[config.mk]
export PLATFORM = sky130hd
export DESIGN_NAME = chef_life_ctrl
export DESIGN_NICKNAME = d
export VERILOG_FILES = /design/src/rtl/chef_life_ctrl.sv
export SDC_FILE = /design/constraint.sdc
export NUM_CORES = 1
export LEC_CHECK = 0
export ABC_AREA = 1
export CAP_MARGIN = 40
export CORE_ASPECT_RATIO = 0.7
export CORE_UTILIZATION = 30
export DETAILED_ROUTE_END_ITERATION = 6
export SLEW_MARGIN = 20
export SYNTH_ARGS = -nofsm -noshare
export SYNTH_HDL_FRONTEND = slang
export SYNTH_SLANG_ARGS = --single-unit
[constraint.sdc]
create_clock -name frame_clk -period 2.95 [get_ports frame_clk]
set_input_delay 0.59 -clock frame_clk [delete_from_list [all_inputs] [get_ports frame_clk]]
set_output_delay 0.59 -clock frame_clk [all_outputs]
set_load 0.01 [all_outputs]
[src/rtl/chef_life_ctrl.sv]
// chef_life_ctrl
// Hit sequencing for the chef: turns the enemy collision level into single
// hits, runs the death / respawn / invulnerability sequence, keeps the lives
// count and latches game-over until a restart request.
//
//   state     | meaning
//   ----------+-----------------------------------------------------------
//   PLAY      | chef controllable, hits are counted
//   DYING     | death animation, chef frozen for DYING_FRAMES frames
//   RESPAWN   | single frame, chef block reloads its start position
//   INVULN    | INVULN_FRAMES frames of blinking, hits ignored
//   GAME_OVER | lives exhausted, waiting for start
module chef_life_ctrl #(
    parameter int LIVES_INIT    = 3,
    parameter int DYING_FRAMES  = 60,
    parameter int INVULN_FRAMES = 120,
    parameter int BLINK_BIT     = 3
) (
    input  logic       frame_clk,
    input  logic       Reset,
    input  logic       enemy_hurt,
    input  logic       bonus_life,
    input  logic       start,
    output logic [2:0] lives,
    output logic       chef_freeze,
    output logic       chef_respawn,
    output logic       chef_visible,
    output logic       game_over
);

    typedef enum logic [2:0] {
        PLAY      = 3'd0,
        DYING     = 3'd1,
        RESPAWN   = 3'd2,
        INVULN    = 3'd3,
        GAME_OVER = 3'd4
    } state_t;

    localparam logic [7:0] DYING_LAST  = 8'(DYING_FRAMES - 1);
    localparam logic [7:0] INVULN_LAST = 8'(INVULN_FRAMES - 1);
    localparam logic [2:0] LIVES_RST   = 3'(LIVES_INIT);

    state_t     state_q, state_d;
    logic [7:0] cnt_q, cnt_d;
    logic [2:0] lives_q, lives_d;
    logic       hurt_q;
    logic       freeze_q, freeze_d;
    logic       respawn_q, respawn_d;
    logic       visible_q, visible_d;
    logic       over_q, over_d;

    logic       hit;
    logic       dec;
    logic       inc;
    logic       reload;

    // Next-state, lives arithmetic and output decode from the next state.
    always_comb begin
        hit     = enemy_hurt & ~hurt_q;
        state_d = state_q;
        cnt_d   = (cnt_q == 8'hFF) ? cnt_q : cnt_q + 8'd1;
        dec     = 1'b0;
        inc     = bonus_life & (state_q != GAME_OVER);
        reload  = 1'b0;

        unique case (state_q)
            PLAY: begin
                if (hit) begin
                    state_d = DYING;
                    cnt_d   = 8'd0;
                    dec     = 1'b1;
                end
            end
            DYING: begin
                if (cnt_q == DYING_LAST) begin
                    state_d = (lives_q == 3'd0) ? GAME_OVER : RESPAWN;
                    cnt_d   = 8'd0;
                end
            end
            RESPAWN: begin
                state_d = INVULN;
                cnt_d   = 8'd0;
            end
            INVULN: begin
                if (cnt_q == INVULN_LAST) begin
                    state_d = PLAY;
                    cnt_d   = 8'd0;
                end
            end
            GAME_OVER: begin
                if (start) begin
                    state_d = RESPAWN;
                    cnt_d   = 8'd0;
                    reload  = 1'b1;
                end
            end
            default: begin
                state_d = PLAY;
                cnt_d   = 8'd0;
            end
        endcase

        // A hit and a bonus in the same frame cancel out.
        if (reload)
            lives_d = LIVES_RST;
        else if (dec && !inc)
            lives_d = (lives_q == 3'd0) ? 3'd0 : lives_q - 3'd1;
        else if (inc && !dec)
            lives_d = (lives_q == 3'd7) ? 3'd7 : lives_q + 3'd1;
        else
            lives_d = lives_q;

        freeze_d  = (state_d == DYING) || (state_d == RESPAWN) || (state_d == GAME_OVER);
        respawn_d = (state_d == RESPAWN);
        over_d    = (state_d == GAME_OVER);
        unique case (state_d)
            PLAY, DYING: visible_d = 1'b1;
            INVULN:      visible_d = ~cnt_d[BLINK_BIT];
            default:     visible_d = 1'b0;
        endcase
    end

    // State, counter, lives, edge detector and registered outputs.
    always_ff @(posedge frame_clk) begin
        if (Reset) begin
            state_q   <= PLAY;
            cnt_q     <= 8'd0;
            lives_q   <= LIVES_RST;
            hurt_q    <= 1'b1;
            freeze_q  <= 1'b0;
            respawn_q <= 1'b0;
            visible_q <= 1'b1;
            over_q    <= 1'b0;
        end else begin
            state_q   <= state_d;
            cnt_q     <= cnt_d;
            lives_q   <= lives_d;
            hurt_q    <= enemy_hurt;
            freeze_q  <= freeze_d;
            respawn_q <= respawn_d;
            visible_q <= visible_d;
            over_q    <= over_d;
        end
    end

    assign lives        = lives_q;
    assign chef_freeze  = freeze_q;
    assign chef_respawn = respawn_q;
    assign chef_visible = visible_q;
    assign game_over    = over_q;

endmodule
# After elaboration in Yosys (flattened, before gate mapping)
# Index checks and enable logic that the tools add are counted.
dict set report op_classes {
  n_addsub 3
  n_reduce_logical 12
  n_eq_ne 13
  n_mux 21
  bitwise 4
}
# cell n
set ops {}
lappend ops {{2-to-1 mux 8 bit} 5}
lappend ops {{one-hot mux 8 bit (4 select lines)} 1}
lappend ops {{2-to-1 mux 3 bit} 9}
lappend ops {{one-hot mux 3 bit (5 select lines)} 1}
lappend ops {{== test 3 x 2 -> 1 bit, second input constant} 4}
lappend ops {{== test 3 bit, second input constant} 3}
lappend ops {{logical NOT 3 bit} 3}
lappend ops {{adder 8 x 1 -> 8 bit, second input constant} 1}
lappend ops {{== test 8 x 6 -> 1 bit, second input constant} 1}
lappend ops {{== test 8 x 7 -> 1 bit, second input constant} 1}
lappend ops {{== test 8 bit, second input constant} 1}
lappend ops {{== test 3 x 1 -> 1 bit, second input constant} 2}
lappend ops {{2-to-1 mux 1 bit} 4}
lappend ops {{OR reduction 2 bit} 2}
lappend ops {{adder 3 x 1 -> 3 bit, second input constant} 1}
lappend ops {{inequality test 3 bit, second input constant} 1}
lappend ops {{subtractor 3 x 1 -> 3 bit, second input constant} 1}
lappend ops {{bitwise AND 1 bit} 2}
lappend ops {{logical AND 1 bit} 2}
lappend ops {{logical NOT 1 bit} 2}
lappend ops {{logical OR 1 bit} 2}
lappend ops {{inverter 1 bit} 2}
lappend ops {{one-hot mux 1 bit (2 select lines)} 1}
lappend ops {{nonzero test 2 bit} 1}
dict set report totals {
  reg_bits 19
  inputBits 5
  out_inout_bits 7
}

# Depth between registers and ports, before layout
dict set report logic_depth {
  depth_word 8
  depth_mapped 10
  mapped_depth_nobuf 10
}

# Least setup slack after synthesis
# OpenSTA, ideal clock, no wires.
dict set report synth_path {
  path_type {input to register}
  startpoint {in enemy_hurt}
  endpoint {reg lives_q[2], in the netlist lives[2]}
  setup_ps 64
  t_required_ps 2886
  n_path_buf 0
  path_slack_ps 1455
  arrival_ps 1431
  cell_stages 6
  path_cell_list {nand2_1 -> nor2_1 -> ha_1 -> a211oi_1 -> o21ai_0 -> nor2_1}
}
dict set report synth_between {
  elab_chain_len 6
}
# item line_no
set synth_lines {}
lappend synth_lines {{start: declaration} 21} ;# input logic enemy_hurt,
lappend synth_lines {{bitwise AND 1 bit *} 59} ;# hit = enemy_hurt & ~hurt_q;
lappend synth_lines {{2-to-1 mux 1 bit *} 68} ;# if (hit) begin
lappend synth_lines {{2-to-1 mux 1 bit *} 66} ;# unique case (state_q)
lappend synth_lines {{logical NOT 1 bit} 108} ;# else if (inc && !dec)
lappend synth_lines {{logical AND 1 bit} 108}
lappend synth_lines {{nonzero test 2 bit (no source line)} n/a}
lappend synth_lines {{end signal: assignment} 137} ;# lives_q <= lives_d;
lappend synth_lines {{end: declaration} 45} ;# logic [2:0] lives_q, lives_d;
# Mark *: on every way between the ends. The rest lies on a longest branch, timed or not.
# A chain may end at the register's enable or synchronous reset.

# Worst setup path in the final report
dict set report layout_path {
  startpoint {in enemy_hurt}
  endpoint {reg lives_q[1], in the netlist lives[1]}
}
# Same word-level chain as after synthesis.

==> metrics.md <==
| Metric | Value |
|---|---|
| Seq/Total Area, Yosys | 34.55% |
| DRT Pass-1 Iters | 4 |
| Slew headroom | 72.42% |
| Clk pwr share | around 34% |
| Layout cell share with drive strength beyond 1 | between 20% and 30% |
| Fin. Hold Viols | 0 |
| Clk buf depth | 2 |
| H-tree depth | 1 |
| Synth area leaders | dfxtp_1 35%, nand2_1 8.9%, inv_1 5.8% |
| RSZ-0062 raised after global routing | false |
| Post-Synthesis Cells | 142 |
| Min Tclk post-route | 1.850 ns |
| Worst-path clk slew | roughly 0.07 ns |
| Mux share of post-synthesis cell area | 0% |
| Largest stage delay on the critical path | 0.48 ns |
| Synthesis-stage register bit count | 19 |
| Hold depth | 2 |
| DIE HEIGHT | 52.69 um |
| PortBufs | 11 |
| Peak supply drop | ~180 uV |
| Sw Ratio | 27.23% |
| Fmax | 0.5405 GHz |
| Skew final | 0.002635 ns |
| Root Buffer | clkbuf_8 |
| Crit-path cells | clkdlybuf4s50_1, nand2_1, nor2_1, ha_1, inv_1, o21ai_0, o21ai_0 |
| Area Overhead vs Synth | 19.43% |
| First-pass GRT wire length | roughly 3.6 mm |
| Largest net degree at the start of global routing | 13 |
| Initial antenna violation count | 0 |
| Detailed Place HPWL | about 1.6 mm |
| Die Area | 3920 um2 |
| Vias in the first global route | 786 |
| CTS Buf Count | 3 |
| Crit-path max FO | 5 |
| Worst setup path class | input port to flop |
| P_leak | 0.5958 nW |
| PwrDens | approximately 420 nW/um2 |
| Adder-cell share of the synthesized area | 5.682% |
| Initial core utilization | 31.34% |
| Crit-path slowest cell | clkdlybuf4s50_1 |
| Worst hold path type | flop to flop |
| Logic gate share of total power | 16.0% |
| Post-CTS setup buffer count | 0 |
| Post-synth top cells | 26 x nand2_1, 19 x dfxtp_1, 17 x inv_1 |
| CTS Hold Buffers Added | 0 |
| Post-synthesis xor/xnor area fraction | roughly 3.2% |
| Inserted Diodes | 0 |
| Vias per inst | 4.296 |
| CTS tree | done |
| Warnings, synthesis | 0 |
| Num ports | 12 |
| Net switching power | 151.4 uW |
| Post-Syn Area | 1101 um2 |
| Post-Route WL | 2.024 mm |
| Synth unique cells | 32 |
| CP startpoint kind | input port |
| Vias | 885 |
| Synthesized area per cell | a little under 8 um2 |
| Worst endpoint required time | 3.10 ns |
| Setup TNS | 0 ns |
| Antenna Nets Post-Route | 0 |
| Post-synthesis compound-gate area fraction | about a tenth |
| Post-synth ARST share | 0% |
| Tot GR Track Use | 12.31% |
| Final std cells w/o fill | approximately 210 |
| Internal power | 404.7 uW |
| Reg2Reg Depth | 7 |
| Placer Congestion | between 0.7 and 0.8 |
| Hold_ws | ~0.56 ns |
| Most frequent cell after synthesis | nand2_1 |
| Leading area contributor after synthesis | dfxtp_1 |
| Routed WL per cell | 9.825 um |
| Yosys top cell area share | around a third |
| Max-cap violations | 0 |
| Synth Net Count | 152 |
| Final setup fails | 0 |
| EDFF count, synth | 0 |
| Sequential Power Share | 50.5% |
| Core area | around 3500 um2 |
| Initial DRC Count | 14 |
| Slew @ Worst Pin | approximately 0.41 ns |
| Post-cts resize count | 0 |
| Period utilization | 62.72% |
| Worst reg2reg setup slack | 1.36 ns |
| NumNets Final | 167 |
| Status | completed |
| Top FF cell, synth | dfxtp_1 |
| Clock latency on the worst-skew pair | 0.26 ns |
| Die width | 74.41 um |
| Critical path arrival | ~2 ns |
| Inst Count DP | 202 |
| GRT overflow | 0 |
| Rows | 18 |
| # DRC | 0 |
| Crit end category | flop |
| Fin. max-slew vios | 0 |
| CP most frequent cell | o21ai_0 |
| Largest family of logic cells by synthesized area | simple AND/OR/NAND/NOR gates |
| Clk sinks | 19 |
| Simple-gate portion of the synthesized area | ~39% |
-- area by class of cell --
| class | instances | area, um2 |
|---|---|---|
| multi-input cells | 102 | 638.1 |
| repair buffers | 11 | 110.1 |
| flip-flops and latches | 19 | 380.4 |
| well taps | 50 | 62.56 |
| clock buffers | 3 | 41.29 |
| fillers | 381 | 2198 |
| inverters | 20 | 75.07 |
| clock inverters | 1 | 7.507 |
-- power groups by stage --
stage	Clock (mW)	Combinational, mW	Sequential (mW)
after CTS	0.196	0.0888	0.281
after global placement	0	0.0872	0.287
final	0.187	0.0888	0.281
after detailed placement	0	0.0885	0.287
after floorplan	0	0.0587	0.286
after global routing	0.206	0.101	0.282
-- registers in the layout (all words and copies together) (netlist names) --
register,count
chef_freeze,1
chef_respawn,1
chef_visible,1
cnt_q,8
game_over,1
hurt_q,1
lives,3
state_q,3
-- cell families after synthesis --
group | count (synthesis)
simple gates | 75
buf+inv | 21
flops | 19
compound gates | 18
fa+ha+maj | 5
xor+xnor | 4
-- per-stage QoR --
| stage | setup WS [ns] | power, mW | cell area (um2) | utilization [%] |
|---|---|---|---|---|
| after CTS | 1.109 | 0.5655 | 1315 | 37.43 |
| final | 1.100 | 0.5562 | 1315 | 37.43 |
| after detailed placement | 0.8397 | 0.3754 | 1266 | 36.04 |
| after global routing | 0.9069 | 0.5885 | 1315 | 37.43 |
| after global placement | 0.9026 | 0.3739 | 1266 | 36.04 |
| after floorplan | 1.455 | 0.3450 | 1101 | - |
-- critical path: cells and delay by family --
kind,cells,cell delay [ns]
compound gates,2,0.31
simple gates,2,0.25
buf+inv,2,0.57
fa+ha+maj,1,0.27
-- cell usage in the layout (no fill, tap or decap), types with 2 or more instances in the layout --
| cell type | count |
|---|---|
| nand2_1 | 26 |
| dfxtp_1 | 19 |
| nor2_1 | 15 |
| nand4_1 | 2 |
| clkbuf_8 | 3 |
| xor2_1 | 3 |
| nand2_4 | 2 |
| o21ai_0 | 4 |
| nor3_2 | 2 |
| nor2_2 | 6 |
| nand2_2 | 7 |
| clkdlybuf4s50_1 | 11 |
| nor3_1 | 2 |
| a21oi_2 | 3 |
| inv_2 | 2 |
| ha_1 | 5 |
| inv_1 | 17 |
| a21oi_1 | 6 |
| nand3_1 | 5 |
| nand3_2 | 2 |
-- metal layers --
layer / part of all wire [%] / up-vias / track usage (%)
met3: 6.1 / 4 / 5.000
met5: 0 / - / 0
li1: - / 481 / -
met2: 38 / 14 / 15.32
met4: 1.0 / 0 / 3.774
met1: 55 / 386 / 18.39
-- worst paths after layout --
kind | end | start
setup / recovery | lives[1]$_SDFFE_PP1P_ | enemy_hurt
hold / removal | cnt_q[1]$_SDFF_PP0_ | cnt_q[1]$_SDFF_PP0_
setup reg to reg | lives[1]$_SDFFE_PP1P_ | state_q[1]$_SDFF_PP0_
hold reg to reg | cnt_q[1]$_SDFF_PP0_ | cnt_q[1]$_SDFF_PP0_
(Power assumes the default switching activity.)
